--- src/rtl/scan_counter_display_if.sv ---
// scan_counter_display_if: control inputs, counter outputs and display pins of the scan counter.
interface scan_counter_display_if #(
    parameter int DIGITS = 4
);
    logic                  EN;
    logic                  UP;
    logic                  LOAD;
    logic [4*DIGITS-1:0]   LOAD_VAL;
    logic                  BLANK_LZ;
    logic [4*DIGITS-1:0]   Q;
    logic                  TC;
    logic [0:6]            HEX0;
    logic [7:0]            AN;
    modport master (output EN, UP, LOAD, LOAD_VAL, BLANK_LZ, input Q, TC, HEX0, AN);
    modport slave  (input EN, UP, LOAD, LOAD_VAL, BLANK_LZ, output Q, TC, HEX0, AN);
endinterface

--- src/rtl/scan_counter_display.sv ---
// scan_counter_display: N-digit hex/BCD up/down counter driving a multiplexed 7-segment display.
module scan_counter_display #(
    parameter int DIGITS    = 4,
    parameter int COUNT_DIV = 10000,
    parameter int SCAN_DIV  = 50000,
    parameter int MODE_BCD  = 0
) (
    input logic                   CLK100MHZ,
    input logic                   CPU_RESETN,
    scan_counter_display_if.slave bus
);
    localparam int W  = 4 * DIGITS;
    localparam int CW = COUNT_DIV > 1 ? $clog2(COUNT_DIV) : 1;
    localparam int SW = SCAN_DIV > 1 ? $clog2(SCAN_DIV) : 1;
    localparam logic [3:0] DMAX = MODE_BCD != 0 ? 4'd9 : 4'd15;
    localparam logic [0:6] SEG [16] = '{
        7'b0000001, 7'b1001111, 7'b0010010, 7'b0000110,
        7'b1001100, 7'b0100100, 7'b0100000, 7'b0001111,
        7'b0000000, 7'b0000100, 7'b0001000, 7'b1100000,
        7'b0110001, 7'b1000010, 7'b0110000, 7'b0111000
    };
    logic [CW-1:0] cdiv_q, cdiv_d;
    logic [SW-1:0] sdiv_q, sdiv_d;
    logic [2:0]    idx_q, idx_d;
    logic [W-1:0]  q_q, q_d, inc, dec;
    logic          tc_q, tc_d;
    logic [7:0]    an_q, an_d;
    logic [0:6]    hex_q, hex_d;
    logic          count_tick, scan_tick, go, carry, borrow, nz, blank;
    logic [3:0]    dig;
    always_comb begin
        count_tick = cdiv_q == CW'(COUNT_DIV - 1);
        scan_tick  = sdiv_q == SW'(SCAN_DIV - 1);
        cdiv_d     = count_tick ? '0 : cdiv_q + 1'b1;
        sdiv_d     = scan_tick ? '0 : sdiv_q + 1'b1;
        carry      = 1'b1;
        borrow     = 1'b1;
        inc        = q_q;
        dec        = q_q;
        // digits at/above DMAX roll to 0 on carry, so out-of-range BCD loads behave like 9
        for (int i = 0; i < DIGITS; i++) begin
            inc[4*i +: 4] = (carry && q_q[4*i +: 4] >= DMAX) ? 4'd0 : q_q[4*i +: 4] + {3'd0, carry};
            dec[4*i +: 4] = (borrow && q_q[4*i +: 4] == 4'd0) ? DMAX : q_q[4*i +: 4] - {3'd0, borrow};
            carry  = carry && q_q[4*i +: 4] >= DMAX;
            borrow = borrow && q_q[4*i +: 4] == 4'd0;
        end
        go    = count_tick && bus.EN && !bus.LOAD;
        q_d   = bus.LOAD ? bus.LOAD_VAL : go ? (bus.UP ? inc : dec) : q_q;
        tc_d  = go && (bus.UP ? carry : borrow);
        idx_d = scan_tick ? (idx_q == 3'(DIGITS - 1) ? 3'd0 : idx_q + 3'd1) : idx_q;
        dig   = 4'(q_q >> {idx_d, 2'b00});
        nz    = |(q_q >> {idx_d, 2'b00});
        blank = bus.BLANK_LZ && idx_d != 3'd0 && !nz;
        an_d  = scan_tick ? ~(8'd1 << idx_d) : an_q;
        hex_d = scan_tick ? (blank ? 7'b1111111 : SEG[dig]) : hex_q;
    end
    always_ff @(posedge CLK100MHZ or negedge CPU_RESETN) begin
        if (!CPU_RESETN) begin
            cdiv_q <= '0;
            sdiv_q <= '0;
            idx_q  <= '0;
            q_q    <= '0;
            tc_q   <= 1'b0;
            an_q   <= 8'hFF;
            hex_q  <= 7'b1111111;
        end else begin
            cdiv_q <= cdiv_d;
            sdiv_q <= sdiv_d;
            idx_q  <= idx_d;
            q_q    <= q_d;
            tc_q   <= tc_d;
            an_q   <= an_d;
            hex_q  <= hex_d;
        end
    end
    assign bus.Q    = q_q;
    assign bus.TC   = tc_q;
    assign bus.HEX0 = hex_q;
    assign bus.AN   = an_q;
endmodule

--- src/flat_wrapper.sv ---
// flat-port wrapper written by rule: the top's interface ports become plain ports
module scan_counter_display_flat 
#(
    parameter int DIGITS    = 4,
    parameter int COUNT_DIV = 10000,
    parameter int SCAN_DIV  = 50000,
    parameter int MODE_BCD  = 0
)
  (CLK100MHZ, CPU_RESETN, bus_EN, bus_UP, bus_LOAD, bus_LOAD_VAL, bus_BLANK_LZ, bus_Q, bus_TC, bus_HEX0, bus_AN);
  scan_counter_display_if #(.DIGITS(DIGITS)) bus_i ();
  input logic CLK100MHZ;
  input logic CPU_RESETN;
  input wire logic [$bits(bus_i.EN)-1:0] bus_EN;
  input wire logic [$bits(bus_i.UP)-1:0] bus_UP;
  input wire logic [$bits(bus_i.LOAD)-1:0] bus_LOAD;
  input wire logic [$bits(bus_i.LOAD_VAL)-1:0] bus_LOAD_VAL;
  input wire logic [$bits(bus_i.BLANK_LZ)-1:0] bus_BLANK_LZ;
  output wire logic [$bits(bus_i.Q)-1:0] bus_Q;
  output wire logic [$bits(bus_i.TC)-1:0] bus_TC;
  output wire logic [$bits(bus_i.HEX0)-1:0] bus_HEX0;
  output wire logic [$bits(bus_i.AN)-1:0] bus_AN;
  assign bus_i.EN = bus_EN;
  assign bus_i.UP = bus_UP;
  assign bus_i.LOAD = bus_LOAD;
  assign bus_i.LOAD_VAL = bus_LOAD_VAL;
  assign bus_i.BLANK_LZ = bus_BLANK_LZ;
  assign bus_Q = bus_i.Q;
  assign bus_TC = bus_i.TC;
  assign bus_HEX0 = bus_i.HEX0;
  assign bus_AN = bus_i.AN;
  scan_counter_display #(.DIGITS(DIGITS), .COUNT_DIV(COUNT_DIV), .SCAN_DIV(SCAN_DIV), .MODE_BCD(MODE_BCD)) u_core (.CLK100MHZ(CLK100MHZ), .CPU_RESETN(CPU_RESETN), .bus(bus_i));
endmodule
--- config.mk ---
export PLATFORM = sky130hd
export DESIGN_NAME = scan_counter_display_flat
export DESIGN_NICKNAME = d
export VERILOG_FILES = /design/src/rtl/scan_counter_display_if.sv /design/src/rtl/scan_counter_display.sv /design/src/flat_wrapper.sv
export SDC_FILE = /design/constraint.sdc
export NUM_CORES = 1
export LEC_CHECK = 0
export CAP_MARGIN = 20
export CELL_PAD_IN_SITES_DETAIL_PLACEMENT = 0
export CELL_PAD_IN_SITES_GLOBAL_PLACEMENT = 1
export CORE_MARGIN = 4
export CORE_UTILIZATION = 39
export CTS_CLUSTER_DIAMETER = 30
export DETAILED_ROUTE_END_ITERATION = 7
export GPL_ROUTABILITY_DRIVEN = 0
export GPL_TIMING_DRIVEN = 1
export PLACE_DENSITY = 0.79
export SYNTH_ARGS = -nofsm -noshare
export SYNTH_HDL_FRONTEND = slang
export SYNTH_SLANG_ARGS = --single-unit
export TNS_END_PERCENT = 5
--- constraint.sdc ---
create_clock -name CLK100MHZ -period 5.4 [get_ports CLK100MHZ]
set_input_delay 0.81 -clock CLK100MHZ [delete_from_list [all_inputs] [get_ports CLK100MHZ]]
set_output_delay 0.81 -clock CLK100MHZ [all_outputs]
set_load 0.02 [all_outputs]
==> impl_metrics.prom <==
# TYPE chip_impl_metric gauge
chip_impl_metric{name="synth-async-reset-ratio",unit=""} 1.00
chip_impl_metric{name="cts-root-to-sink-buffers",unit=""} 2
chip_impl_info{name="largest_area_contributor_in_the_netlist",value="sky130_fd_sc_hd__dfrtp_1"} 1
chip_impl_metric{name="critical_path.max_stage_delay",unit="ns"} 0.62
chip_impl_metric{name="fin_tns_setup",unit="ns"} 0
chip_impl_metric{name="grt-ovfl-total",unit=""} 0
chip_impl_metric{name="p_total",unit="uW"} 1070
chip_impl_metric{name="max-vdd-ir-drop",unit="mV"} 0.129
chip_impl_metric{name="instances_no_fill",unit=""} 614
chip_impl_metric{name="max_freq",unit="MHz"} 266
chip_impl_metric{name="global_route.usage.total",unit=""} 0.167
chip_impl_metric{name="actual_slew_at_the_worst_max_slew_pin",unit="ns"} 0.914
chip_impl_metric{name="yosys.cell_types.count",unit=""} 56
chip_impl_metric{name="hpwl",unit="mm"} 6.44
chip_impl_metric{name="dp_slack",unit="ns"} 1.68
chip_impl_info{name="critical_path.cell_chain",value="nor4bb_1 > and4_1 > mux2i_1 > inv_2 > mux4_2 > nand2_1 > ha_1 > nand2_1 > o41ai_4 > nor3b_1 > a211oi_2"} 1
chip_impl_metric{name="finalHoldViolations",unit=""} 0
chip_impl_metric{name="num_rows",unit=""} 36
chip_impl_metric{name="synth_enable_flop_cells",unit=""} 0
chip_impl_metric{name="dpl-instance-area",unit="sq mm"} 0.00462
chip_impl_info{name="holdCritStartpoint",value="u_core.sdiv_q[0]"} 1
chip_impl_metric{name="detail_route.drc_violations",unit=""} 0
chip_impl_metric{name="antenna_cells",unit=""} 0
chip_impl_metric{name="final_min_period",unit="ns"} 3.76
chip_impl_metric{name="cts.hold.buffers_added",unit=""} 0
chip_impl_metric{name="max_cap_viol_count",unit=""} 0
chip_impl_info{name="critical_path_class",value="flip-flop to flip-flop"} 1
chip_impl_metric{name="numPortBuffers",unit=""} 53
chip_impl_metric{name="setup_viol_count_final",unit=""} 0
chip_impl_metric{name="synth.cell_area",unit="sq mm"} 0.00398
chip_impl_info{name="ys.flop_type",value="sky130_fd_sc_hd__dfrtp_1"} 1
chip_impl_info{name="reg2reg_to",value="u_core.bus.HEX0[3]"} 1
chip_impl_metric{name="first_iter_violations",unit=""} 144
chip_impl_info{name="worst_hold_path_type",value="flip-flop to flip-flop"} 1
chip_impl_info{name="kind_of_capture_point_of_the_worst_setup_path",value="flip-flop"} 1
chip_impl_metric{name="clk_pin_slew",unit="ns"} 0.07
chip_impl_info{name="status",value="finished clean"} 1
chip_impl_metric{name="post_route_cells_drive_above_1_share",unit=""} 0.112
chip_impl_metric{name="yosysWarnings",unit=""} 0
chip_impl_metric{name="yosys.area.top_type_share",unit=""} 0.315
chip_impl_metric{name="vias_in_the_first_global_route",unit=""} 3174
chip_impl_metric{name="final_design_area_no_fill",unit="sq mm"} 0.00480
chip_impl_metric{name="worst_r2r_path_depth",unit=""} 11
chip_impl_metric{name="initial_utilization",unit=""} 0.403
chip_impl_metric{name="cts_setup_buffers",unit=""} 0
chip_impl_info{name="hold_end",value="u_core.sdiv_q[0]"} 1
chip_impl_metric{name="design.portCount",unit=""} 54
chip_impl_metric{name="vias",unit=""} 3210
chip_impl_metric{name="cts_htree_levels",unit=""} 3
chip_impl_info{name="clockRootBuffer",value="sky130_fd_sc_hd__clkbuf_8"} 1
chip_impl_info{name="rsz0062_at_grt",value="false"} 1
chip_impl_metric{name="power.density_cell_area",unit="mW/mm^2"} 223
chip_impl_metric{name="grt_max_degree",unit=""} 66
chip_impl_metric{name="grt_first_pass_wirelength",unit="mm"} 15.6
chip_impl_metric{name="post_synth.cell_area_avg",unit="sq um"} 9.38
chip_impl_metric{name="placed_cells_incl_taps",unit=""} 598
chip_impl_metric{name="floorplan.die.width",unit="um"} 109
chip_impl_metric{name="cts-buffers-inserted",unit=""} 9
chip_impl_metric{name="timing.critical_path.arrival",unit="ns"} 4.02
chip_impl_metric{name="area_delta_synth_final",unit="%"} 20.7
chip_impl_info{name="crit_path_top_delay_cell",value="sky130_fd_sc_hd__o41ai_4"} 1
chip_impl_info{name="startpoint_type_of_the_worst_setup_path",value="flip-flop"} 1
chip_impl_metric{name="cellLeakagePower",unit="uW"} 0.00205
chip_impl_metric{name="ratio_of_final_minimum_period_to_clock_period",unit=""} 0.696
chip_impl_metric{name="worst_clock_skew",unit="ns"} 0.00908
chip_impl_metric{name="synth_fp_nets",unit=""} 469
chip_impl_metric{name="core_region_area",unit="sq mm"} 0.00986
chip_impl_metric{name="design.die.area",unit="sq mm"} 0.0119
chip_impl_info{name="timing.rr.start",value="u_core.sdiv_q[12]"} 1
chip_impl_metric{name="whs_path_depth",unit=""} 1
chip_impl_metric{name="via_cell_ratio",unit=""} 5.23
chip_impl_metric{name="fillerInstances",unit=""} 976
chip_impl_metric{name="number_of_antenna_violations_at_the_first_check_in_global_routing",unit=""} 0
chip_impl_metric{name="max-slew-margin-rel",unit=""} 0.389
chip_impl_metric{name="syn-instance-count",unit=""} 424
chip_impl_metric{name="drt_pre_antenna_iters",unit=""} 4
chip_impl_info{name="crit_top_cell",value="sky130_fd_sc_hd__nand2_1"} 1
chip_impl_metric{name="ant_nets",unit=""} 0
chip_impl_metric{name="design.final.nets",unit=""} 521
chip_impl_info{name="tritoncts_clock_tree",value="built"} 1
chip_impl_metric{name="die_height",unit="um"} 109
chip_impl_metric{name="clock_insertion_delay_worst_skew",unit="ns"} 0.34
chip_impl_metric{name="fin_ws",unit="ns"} 1.64
chip_impl_metric{name="postSynthRegisterBits",unit=""} 65
chip_impl_metric{name="cp.required",unit="ns"} 5.67
chip_impl_metric{name="worst-path-max-fanout",unit=""} 11
chip_impl_metric{name="wl_per_cell",unit="um"} 14.9
chip_impl_metric{name="wl",unit="mm"} 9.14
chip_impl_info{name="netlist_top_cells_area",value="sky130_fd_sc_hd__dfrtp_1 (31%), sky130_fd_sc_hd__dfstp_2 (9.9%), sky130_fd_sc_hd__ha_1 (7.2%), sky130_fd_sc_hd__nor2_1 (4.5%), sky130_fd_sc_hd__a21oi_1 (4.3%)"} 1
chip_impl_metric{name="final_max_slew_viol_count",unit=""} 0
chip_impl_metric{name="cts_repair_resize_count",unit=""} 0
chip_impl_metric{name="cts.sinks",unit=""} 65
chip_impl_metric{name="setup_slack_reg_to_reg",unit="ns"} 1.64
chip_impl_metric{name="seq_total_area_yosys",unit=""} 0.414
==> area by class of cell <==
type                       count  area (sq um)  share of cell area
timing repair buffer          58           563               0.117
sequential                    65          1650               0.343
tap                          133           166              0.0347
clock inverter                 3          17.5             0.00365
multi-input combinational    316          2150               0.448
clock buffer                  13           159              0.0331
inverter                      26          97.6              0.0203
==> stage by stage <==
step / utilization / hold slack, ns
floorplan: - / 0.425
global placement: 0.469 / 0.435
detailed placement: 0.469 / 0.451
CTS: 0.487 / 0.461
global route: 0.487 / 0.486
finish: 0.487 / 0.458
==> placed cells by master (no fill, tap or decap), types with 5 or more instances in the layout <==
| master | instances |
|---|---|
| sky130_fd_sc_hd__nor2_1 | 48 |
| sky130_fd_sc_hd__ha_1 | 23 |
| sky130_fd_sc_hd__xor2_1 | 16 |
| sky130_fd_sc_hd__nor3_1 | 5 |
| sky130_fd_sc_hd__dfstp_2 | 15 |
| sky130_fd_sc_hd__clkdlybuf4s50_1 | 52 |
| sky130_fd_sc_hd__mux2_2 | 7 |
| sky130_fd_sc_hd__buf_4 | 5 |
| sky130_fd_sc_hd__a31oi_1 | 7 |
| sky130_fd_sc_hd__inv_1 | 23 |
| sky130_fd_sc_hd__nor4_1 | 5 |
| sky130_fd_sc_hd__nand2_1 | 35 |
| sky130_fd_sc_hd__o21ai_0 | 24 |
| sky130_fd_sc_hd__nor2b_1 | 5 |
| sky130_fd_sc_hd__clkbuf_8 | 11 |
| sky130_fd_sc_hd__and3_1 | 9 |
| sky130_fd_sc_hd__a21oi_1 | 34 |
| sky130_fd_sc_hd__xnor2_1 | 17 |
| sky130_fd_sc_hd__dfrtp_1 | 50 |
| sky130_fd_sc_hd__a41oi_1 | 6 |
| sky130_fd_sc_hd__nand3_1 | 18 |
==> power breakdown <==
part	internal [uW]	switching (uW)	leakage, uW
sequential	498	28.5	0.000794
clock	191	194	0.0000894
combinational	75.2	83.8	0.00116
total	764	306	0.00205
==> worst max-delay path, delay by kind of cell (launching register included) <==
kind / cells / cell delay, ns
simple gates: 5 / 1.18
flops: 1 / 0.42
buf+inv: 1 / 0.12
mux: 2 / 0.90
compound gates: 2 / 0.83
fa+ha+maj: 1 / 0.23
==> how the worst max path moves through the flow <==
stage	start	end	slack, ns	depth (start not counted)
5_1_grt	u_core.sdiv_q[12]	u_core.bus.HEX0[6]	1.30	12
3_3_place_gp	u_core.sdiv_q[7]	u_core.bus.HEX0[3]	1.88	11
6_report	u_core.sdiv_q[12]	u_core.bus.HEX0[3]	1.64	11
3_5_place_dp	u_core.sdiv_q[12]	u_core.bus.HEX0[3]	1.68	11
4_1_cts	u_core.sdiv_q[12]	u_core.bus.HEX0[3]	1.67	11
2_1_floorplan	u_core.sdiv_q[5]	u_core.bus.HEX0[6]	2.15	14
==> cell families (layout without fill, tap and decap cells) <==
logic type                 after synthesis  count (layout)  share of synthesized area
and+or+nand+nor                        143             143                      0.173
AOI/OAI and AO/OA                      101             101                      0.167
DFF                                     65              65                      0.414
buffers and inverters                   43             100                     0.0450
xor gates and xnor gates                33              33                     0.0727
adders and majority gates               24              24                     0.0749
muxes                                   15              15                     0.0526
==> synthesized netlist by cell type, types with 2 or more instances <==
master	count
sky130_fd_sc_hd__dfrtp_1	50
sky130_fd_sc_hd__nor2_1	48
sky130_fd_sc_hd__nand2_1	35
sky130_fd_sc_hd__a21oi_1	34
sky130_fd_sc_hd__o21ai_0	24
sky130_fd_sc_hd__ha_1	23
sky130_fd_sc_hd__inv_1	23
sky130_fd_sc_hd__nand3_1	18
sky130_fd_sc_hd__xnor2_1	17
sky130_fd_sc_hd__xor2_1	16
sky130_fd_sc_hd__dfstp_2	15
sky130_fd_sc_hd__clkbuf_1	12
sky130_fd_sc_hd__and3_1	9
sky130_fd_sc_hd__a31oi_1	7
sky130_fd_sc_hd__mux2_2	7
sky130_fd_sc_hd__a41oi_1	6
sky130_fd_sc_hd__nor2b_1	5
sky130_fd_sc_hd__nor3_1	5
sky130_fd_sc_hd__nor4_1	5
sky130_fd_sc_hd__and4_1	4
sky130_fd_sc_hd__mux2i_1	4
sky130_fd_sc_hd__mux4_2	4
sky130_fd_sc_hd__nand4_1	4
sky130_fd_sc_hd__o22a_1	4
sky130_fd_sc_hd__a22oi_1	3
sky130_fd_sc_hd__a2111oi_0	2
sky130_fd_sc_hd__a211oi_1	2
sky130_fd_sc_hd__a311oi_1	2
sky130_fd_sc_hd__buf_2	2
sky130_fd_sc_hd__buf_6	2
sky130_fd_sc_hd__inv_2	2
sky130_fd_sc_hd__nor3b_1	2
sky130_fd_sc_hd__nor4b_1	2
sky130_fd_sc_hd__o21bai_1	2
sky130_fd_sc_hd__o31a_1	2
sky130_fd_sc_hd__o31ai_1	2
==> sequential cells by signal, indices dropped and copies added, names as in the netlist <==
| name | count |
|---|---|
| u_core.sdiv_q | 16 |
| u_core.bus.Q | 16 |
| u_core.bus.AN | 8 |
| u_core.cdiv_q | 14 |
| u_core.idx_q | 3 |
| u_core.bus.TC | 1 |
| u_core.bus.HEX0 | 7 |
==> routing by layer <==
layer | track usage | up-vias | wire length [um]
met5 | 0 | - | 0
met4 | 0.0577 | 0 | 158
met3 | 0.0391 | 15 | 317
met2 | 0.254 | 67 | 4100
met1 | 0.233 | 1508 | 4570
li1 | - | 1620 | -
No activity file was read; power rests on OpenSTA's default activity.
